[src/rtl/uart_pkg.sv]
// Shared UART definitions: receiver state encoding and parity helper.
package uart_pkg;

   typedef enum logic [2:0] {IDLE, START, DATA, PARITY, STOP} rx_state_t;

   // Narrower data words are zero-extended by the caller; zeros do not alter XOR.
   function automatic logic parity_calc(input logic [7:0] data, input logic odd);
      return (^data) ^ odd;
   endfunction

endpackage

[src/rtl/rx_bit_sync.sv]
// Two-flop synchronizer for an idle-high asynchronous input.
module rx_bit_sync (
   input  logic clk,
   input  logic reset,
   input  logic d,
   output logic q
);

   logic meta;

   always_ff @(posedge clk or negedge reset) begin
      if (!reset) begin
         meta <= 1'b1;
         q    <= 1'b1;
      end else begin
         meta <= d;
         q    <= meta;
      end
   end

endmodule

[src/rtl/uart_rx.sv]
// UART receiver: mid-bit sampling, optional parity, stop check and a
// one-entry valid/ready holding register with single-cycle error pulses.
module uart_rx
   import uart_pkg::*;
#(
   parameter int unsigned CLKS_PER_BIT = 16,
   parameter int unsigned DATA_BITS    = 8,
   parameter int unsigned PARITY_EN    = 0,
   parameter int unsigned PARITY_ODD   = 0
) (
   input  logic                 clk,
   input  logic                 reset,
   input  logic                 rx,
   input  logic                 Rx_ready,
   output logic [DATA_BITS-1:0] Rx_data,
   output logic                 Rx_valid,
   output logic                 framing_err,
   output logic                 parity_err,
   output logic                 overrun_err,
   output logic                 busy
);

   localparam int unsigned    CW       = $clog2(CLKS_PER_BIT);
   localparam logic [CW-1:0]  CNT_HALF = CW'(CLKS_PER_BIT / 2 - 1);
   localparam logic [CW-1:0]  CNT_FULL = CW'(CLKS_PER_BIT - 1);
   localparam logic [2:0]     LAST_BIT = 3'(DATA_BITS - 1);
   localparam logic           ODD      = (PARITY_ODD != 0);

   rx_state_t            state, state_nxt;
   logic [CW-1:0]        cnt;
   logic [2:0]           bit_idx;
   logic [DATA_BITS-1:0] shift_reg;
   logic                 par_bad;
   logic                 rx_s;
   logic                 half_end, bit_end, stop_sample, good;

   rx_bit_sync u_sync (
      .clk   (clk),
      .reset (reset),
      .d     (rx),
      .q     (rx_s)
   );

   always_ff @(posedge clk or negedge reset) begin
      if (!reset) state <= IDLE;
      else        state <= state_nxt;
   end

   always_comb begin
      state_nxt   = state;
      busy        = (state != IDLE);
      half_end    = (cnt == CNT_HALF);
      bit_end     = (cnt == CNT_FULL);
      stop_sample = 1'b0;
      case (state)
         IDLE:   if (!rx_s) state_nxt = START;
         START:  if (half_end) state_nxt = rx_s ? IDLE : DATA;
         DATA:   if (bit_end && bit_idx == LAST_BIT)
                    state_nxt = (PARITY_EN != 0) ? PARITY : STOP;
         PARITY: if (bit_end) state_nxt = STOP;
         STOP:   if (bit_end) begin
                    state_nxt   = IDLE;
                    stop_sample = 1'b1;
                 end
         default: state_nxt = IDLE;
      endcase
      good = stop_sample && rx_s && !par_bad;
   end

   always_ff @(posedge clk or negedge reset) begin
      if (!reset) begin
         cnt       <= '0;
         bit_idx   <= '0;
         shift_reg <= '0;
         par_bad   <= 1'b0;
      end else begin
         case (state)
            IDLE: cnt <= '0;
            START: begin
               cnt     <= half_end ? '0 : cnt + 1'b1;
               bit_idx <= '0;
               par_bad <= 1'b0;
            end
            DATA: begin
               cnt <= bit_end ? '0 : cnt + 1'b1;
               if (bit_end) begin
                  shift_reg[bit_idx] <= rx_s;
                  bit_idx            <= bit_idx + 1'b1;
               end
            end
            PARITY: begin
               cnt <= bit_end ? '0 : cnt + 1'b1;
               if (bit_end) par_bad <= (rx_s != parity_calc(8'(shift_reg), ODD));
            end
            STOP: cnt <= bit_end ? '0 : cnt + 1'b1;
            default: cnt <= '0;
         endcase
      end
   end

   // Frame results register on the stop-sample edge, so they appear one cycle after it.
   always_ff @(posedge clk or negedge reset) begin
      if (!reset) begin
         Rx_data     <= '0;
         Rx_valid    <= 1'b0;
         framing_err <= 1'b0;
         parity_err  <= 1'b0;
         overrun_err <= 1'b0;
      end else begin
         framing_err <= stop_sample && !rx_s;
         parity_err  <= stop_sample && par_bad;
         overrun_err <= good && Rx_valid && !Rx_ready;
         if (good && (!Rx_valid || Rx_ready)) begin
            Rx_data  <= shift_reg;
            Rx_valid <= 1'b1;
         end else if (Rx_valid && Rx_ready) begin
            Rx_valid <= 1'b0;
         end
      end
   end

endmodule

[config.mk]
export PLATFORM = sky130hd
export DESIGN_NAME = uart_rx
export DESIGN_NICKNAME = d
export VERILOG_FILES = /design/src/rtl/uart_pkg.sv /design/src/rtl/rx_bit_sync.sv /design/src/rtl/uart_rx.sv
export SDC_FILE = /design/constraint.sdc
export NUM_CORES = 1
export LEC_CHECK = 0
export ABC_CLOCK_PERIOD_IN_PS = 2300
export CORE_ASPECT_RATIO = 1.25
export CORE_UTILIZATION = 55
export DETAILED_ROUTE_END_ITERATION = 7
export PLACE_DENSITY_LB_ADDON = 0.05
export SYNTH_ARGS = -nofsm -noshare
export SYNTH_HDL_FRONTEND = slang
export SYNTH_SLANG_ARGS = --single-unit
[constraint.sdc]
create_clock -name clk -period 2.3 [get_ports clk]
set_input_delay 0.345 -clock clk [delete_from_list [all_inputs] [get_ports clk]]
set_output_delay 0.345 -clock clk [all_outputs]
set_load 0.01 [all_outputs]
# Word-level counts from Yosys, hierarchy flattened

Cells that the tools add are included.

Order comparisons: 2
Equal/unequal tests: 14
Multiplexer cells: 21
Reductions and logical operators: 26
Add/sub/neg operators: 2

Operator list:

| operator              | number |
|---|---|
| $mux W3               | 6 |
| $pmux W3 S5           | 1 |
| $ne A2 B2 Y1 const B  | 6 |
| $logic_and A1 B1 Y1   | 10 |
| $bwmux W8             | 1 |
| $mux W4               | 2 |
| $pmux W4 S2           | 1 |
| $reduce_xor A8 Y1     | 1 |
| $eq A3 B2 Y1 const B  | 2 |
| $eq A3 B3 Y1 const B  | 2 |
| $mux W1               | 6 |
| $pmux W3 S2           | 1 |
| $reduce_and A2 Y1     | 3 |
| $reduce_bool A2 Y1    | 3 |
| $reduce_and A5 Y1     | 1 |
| $add A4 B1 Y4 const B | 1 |
| $eq A4 B3 Y1 const B  | 1 |
| $eq A4 B4 Y1 const B  | 1 |
| $logic_not A1 Y1      | 4 |
| $lt A3 B4 Y1 const B  | 1 |
| $add A3 B1 Y3 const B | 1 |
| $demux W1 S3          | 1 |
| $eq A3 B1 Y1 const B  | 1 |
| $ge A3 B1 Y1 const B  | 1 |
| 7 further kinds       | 7 |

Output and inout port bits: 13
Register bits: 33
Word-level logic and storage cells: 77
Input bits: 4

# Depth between registers and ports, before layout

Gate-level depths: netlist of run 1.

Depth in word-level cells: 7
Mapped depth: 6
Gate-level depth less buffers: 5

# Modules after synthesis

From an unflattened synthesis of run 1, not the netlist that was laid out.

Cell total of the unflattened synthesis: 134
Area, all modules: 1585.3 um^2

By module, submodules not included:

| module      | cells each | sequential area each (um^2) | instances | area each (um^2) |
|---|---|---|---|---|
| uart_rx     | 132        | 775.7                       | 1         | 1532.7 |
| rx_bit_sync | 2          | 52.6                        | 1         | 52.6 |

# Worst setup path before layout of run 1

OpenSTA, ideal clock, no wires.

Kind: register -> register
Start: register cnt[0]
End: register shift_reg[1]
Clock period less this slack: 1847 ps
Data arrival time: 1723 ps
Cell stages (with the launch flop): 6
Path slack: 453 ps
Data required time: 2175 ps
Setup time: 125 ps
Buffers on the path: 0
Cells stage by stage: dfrtp_1 -> ha_1 -> nand4_4 -> or4_4 -> nor3b_2 -> mux2_2

Word-level cells in the longest chain between the ends: 2

RTL lines:

| item                               | line          | text |
|---|---|---|
| start, declared                    | uart_rx.sv:30 | `logic [CW-1:0] cnt;` |
| start signal, assigned             | uart_rx.sv:80 | `cnt <= half_end ? '0 : cnt + 1'b1;` |
| start signal, assigned             | uart_rx.sv:85 | `cnt <= bit_end ? '0 : cnt + 1'b1;` |
| start signal, assigned             | uart_rx.sv:92 | `cnt <= bit_end ? '0 : cnt + 1'b1;` |
| $eq A4 B4 Y1                       | uart_rx.sv:53 | `bit_end = (cnt == CNT_FULL);` |
| $reduce_and A2 Y1 (no source line) | -             |  |
| end signal, assigned by index      | uart_rx.sv:87 | `shift_reg[bit_idx] <= rx_s;` |
| end, declared                      | uart_rx.sv:32 | `logic [DATA_BITS-1:0] shift_reg;` |

Every way passes these cells.
A chain may end at the register's enable or synchronous reset.

# Worst setup path in the final report of run 1

Start: register state[2]
End: output port busy

Word-level cells in the longest chain between the ends: 1

RTL lines:

| item                   | line          | text |
|---|---|---|
| start, declared        | uart_rx.sv:29 | `rx_state_t state, state_nxt;` |
| start signal, assigned | uart_rx.sv:46 | `else state <= state_nxt;` |
| $reduce_bool A3 Y1     | uart_rx.sv:51 | `busy = (state != IDLE);` |
| end, declared          | uart_rx.sv:20 | `output logic busy` |

Every way passes these cells.

==> impl_metrics.sql, run 1 <==
INSERT INTO impl_metrics (metric_group, metric, value, unit) VALUES
('pwr', 'net-switching-power', '435', 'uW'),
('drt', 'drc', '0', ''),
('drt', 'viasPerCell', '5.65', ''),
('drt', 'num_vias', '1045', ''),
('drt', 'wl', '2.79', 'mm'),
('setup_path', 'worst_ep_required_time', '1960', 'ps'),
('outcome', 'result_of_the_run', 'finished clean', ''),
('clocking', 'cts_buffers', '5', ''),
('synthesis', 'synth-seq-cells', '33', ''),
('setup_path', 'cp-end-kind', 'primary output', ''),
('placement', 'port_buffers', '16', ''),
('synthesis', 'synth_edf_count', '0', ''),
('global_routing', 'grt_max_degree', '34', ''),
('synthesis', 'synth_fa_ha_area_share', '2.30', '%'),
('pwr', 'vdd_drop_max', '0.626', 'mV'),
('setup_path', 'critical_path_arrival', '1840', 'ps'),
('placement', 'place_congestion', '0.770', ''),
('drt', 'antenna_left', '0', ''),
('timing', 'fin_skew', '13.2', 'ps'),
('die', 'fp.dieArea', '3180', 'um2'),
('drt', 'route.detailed.wl_per_inst', '15.1', 'um'),
('die', 'floorplan.die.width', '50.7', 'um'),
('clocking', 'tritoncts', 'done', ''),
('hold_path', 'worst_hold_check_path_type', 'reg -> reg', ''),
('synthesis', 'share_of_synthesized_registers_carrying_an_async_set_or_reset', '100', '%'),
('synthesis', 'seq_area_frac_synth', '50.8', '%'),
('finish', 'design.final.nets', '157', ''),
('flow_run', 'drv.max_cap_violation_count', '0', ''),
('finish', 'final_layout_size_suffix_gt1_share', '23.8', '%'),
('pwr', 'power.share.combinational', '18.4', '%'),
('clocking', 'clk_latency', '340', 'ps'),
('timing', 'timing.final.setup_violations', '0', ''),
('pwr', 'switching_share', '32.3', '%'),
('synthesis', 'mux_cell_area_share_after_synthesis', '12.3', '%'),
('synthesis', 'synthXorXnorAreaFrac', '5.53', '%'),
('finish', 'design_area', '1850', 'um2'),
('synthesis', 'netlist-cell-type-count', '41', ''),
('clocking', 'clkSinkCount', '33', ''),
('timing', 'grt_setup_unrepaired', 'no', ''),
('setup_path', 'timing.setup.critical_path_class', 'reg -> out', ''),
('global_routing', 'global_route.usage.total', '22.1', '%'),
('synthesis', 'synth_area', '1630', 'um2'),
('pwr', 'p_per_area', '729', 'nW/um2'),
('die', 'die_height', '62.8', 'um'),
('synthesis', 'synth_top_family_by_area', 'simple AND/OR/NAND/NOR gates', ''),
('timing', 'final_hold_vios', '0', ''),
('clocking', 'clk_buf_depth', '2', ''),
('clocking', 'root_buffer', 'sky130_fd_sc_hd__clkbuf_4', ''),
('pwr', 'clk_network_pwr_share', '24.8', '%'),
('setup_path', 'critPathMaxFanout', '14', ''),
('timing', 'clock.fmax', '457', 'MHz'),
('global_routing', 'grt_antenna_before_repair', '0', ''),
('synthesis', 'syn_inst', '134', ''),
('die', 'design.core.area', '2730', 'um2'),
('synthesis', 'postSynthAreaPerCell', '12.2', 'um2'),
('synthesis', 'synth_largest_area_cell', 'sky130_fd_sc_hd__dfrtp_1', ''),
('pwr', 'p_seq_share', '56.8', '%'),
('die', 'floorplan.initialDensity', '59.6', '%'),
('timing', 'finalHoldWorstSlack', '374', 'ps'),
('timing', 'tightestPinTransition', '501', 'ps'),
('timing', 'final_min_period_over_clock_period', '95.1', '%'),
('synthesis', 'synth_simple_gate_area_share', '18.8', '%'),
('timing', 'slew-limit-headroom', '66.2', '%'),
('global_routing', 'grt_pass1_vias', '1120', ''),
('timing', 'setup-tns-final', '0', 'ps'),
('clocking', 'post_cts_hold_buffer_count', '0', ''),
('synthesis', 'synth_compound_gate_area_share', '6.68', '%'),
('finish', 'final_util', '67.7', '%'),
('die', 'ioPinCount', '17', ''),
('synthesis', 'synth_largest_type_area_fraction', '47.6', '%'),
('placement', 'dpl_cell_area', '1790', 'um2');
metrics by stage:
stage / std cells / total power (uW) / setup slack, ps
floorplan: 134 / 963 / 453
global placement: 177 / 1000 / 403
detailed placement: 177 / 1020 / 326
CTS: 185 / 1360 / 53.9
global route: 185 / 1440 / 27.6
finish: 185 / 1350 / 113
cells by family after synthesis:
group | Yosys count
XOR/XNOR | 7
multiplexers | 18
adder cells (fa/ha/maj) | 3
buffers and inverters | 10
flip-flops | 33
AND/OR/NAND/NOR | 46
AO/OA/AOI/OAI | 17
final timing paths:
| path | slack (ps) | cells past startpoint | end | start |
|---|---|---|---|---|
| worst max-delay path | 110 | 2 | busy | state[2]$_DFFE_PN0P_ |
| worst min-delay path | 370 | 0 | u_sync.q$_DFF_PN1_ | u_sync.meta$_DFF_PN1_ |
| worst max register to register | 310 | 5 | shift_reg[1]$_DFFE_PN0P_ | cnt[0]$_DFF_PN0_ |
| worst min register to register | 370 | 0 | u_sync.q$_DFF_PN1_ | u_sync.meta$_DFF_PN1_ |
| max in group asynchronous | 1570 | 2 | u_sync.q$_DFF_PN1_ | reset |
| min in group asynchronous | 410 | 2 | Rx_data[5]$_DFFE_PN0P_ | reset |
cell usage in the layout, fill, tap and decap left out, types with 2 or more instances in the layout:
| cell | count |
|---|---|
| sky130_fd_sc_hd__inv_1 | 2 |
| sky130_fd_sc_hd__nor3_1 | 4 |
| sky130_fd_sc_hd__dfstp_2 | 2 |
| sky130_fd_sc_hd__nand3b_1 | 3 |
| sky130_fd_sc_hd__o21ai_0 | 8 |
| sky130_fd_sc_hd__xor2_1 | 3 |
| sky130_fd_sc_hd__clkbuf_1 | 2 |
| sky130_fd_sc_hd__nor3b_2 | 2 |
| sky130_fd_sc_hd__clkdlybuf4s50_1 | 16 |
| sky130_fd_sc_hd__mux2_2 | 16 |
| sky130_fd_sc_hd__nand3_1 | 5 |
| sky130_fd_sc_hd__dfrtp_1 | 30 |
| sky130_fd_sc_hd__clkbuf_4 | 5 |
| sky130_fd_sc_hd__nor2_1 | 7 |
| sky130_fd_sc_hd__a22oi_1 | 3 |
| sky130_fd_sc_hd__nand2b_1 | 3 |
| sky130_fd_sc_hd__nand2_1 | 9 |
| sky130_fd_sc_hd__mux2i_1 | 2 |
| sky130_fd_sc_hd__xnor2_1 | 2 |
| sky130_fd_sc_hd__and3_1 | 2 |
| sky130_fd_sc_hd__ha_1 | 3 |
cell type report:
type                       instances  area [um2]  area share (%)
clock buffer                       8        58.8            3.18
sequential                        33         830            44.9
tap                               34        42.5            2.30
timing repair buffer              17         168            9.07
inverter                           2        7.51           0.406
multi-input combinational         91         743            40.2
power groups by stage:
stage,sequential (uW),clock (uW),combinational [uW]
final,765,335,248
after detailed placement,773,0,249
after CTS,760,350,251
after floorplan,687,0,276
after global routing,778,375,286
after global placement,766,0,238
synth_stat cells, types with 2 or more instances:
library cell               count
sky130_fd_sc_hd__ha_1          3
sky130_fd_sc_hd__xnor2_1       2
sky130_fd_sc_hd__inv_1         2
sky130_fd_sc_hd__a22oi_1       3
sky130_fd_sc_hd__nor3_1        4
sky130_fd_sc_hd__nor3b_2       2
sky130_fd_sc_hd__o21ai_0       8
sky130_fd_sc_hd__nor2_1        7
sky130_fd_sc_hd__nand3b_1      3
sky130_fd_sc_hd__dfrtp_1      31
sky130_fd_sc_hd__nand2b_1      3
sky130_fd_sc_hd__clkbuf_1      4
sky130_fd_sc_hd__nand3_1       5
sky130_fd_sc_hd__and3_1        2
sky130_fd_sc_hd__dfstp_2       2
sky130_fd_sc_hd__xor2_1        3
sky130_fd_sc_hd__mux2_2       16
sky130_fd_sc_hd__buf_6         2
sky130_fd_sc_hd__nand2_1       9
sky130_fd_sc_hd__mux2i_1       2
routing by layer:
| layer | part of all wire [%] | GRT usage, % | wire length (um) |
|---|---|---|---|
| met2 | 52 | 36.8 | 1460 |
| met4 | 2.7 | 11.1 | 74 |
| met1 | 42 | 24.6 | 1170 |
| met5 | 0 | 0 | 0 |
| met3 | 3.3 | 7.54 | 92 |
repair_timing:
action / CTS / global route
gates resized for setup: 0 / 1
setup buffers: 0 / 0
setup endpoints to repair: 0 / 1
worst max-delay path, cell delays in order, from the launching register on:
cell and delay (ps):
sky130_fd_sc_hd__dfrtp_1 540, sky130_fd_sc_hd__or3_1 470, sky130_fd_sc_hd__clkdlybuf4s50_1 500
Power figures use the tool's default switching activity.
==> run 2, diff against run 1 <==
SLEW_MARGIN = 10   (was default)
==> results of run 2 <==
Final layout, timing and power as in run 1 (identical DEF).
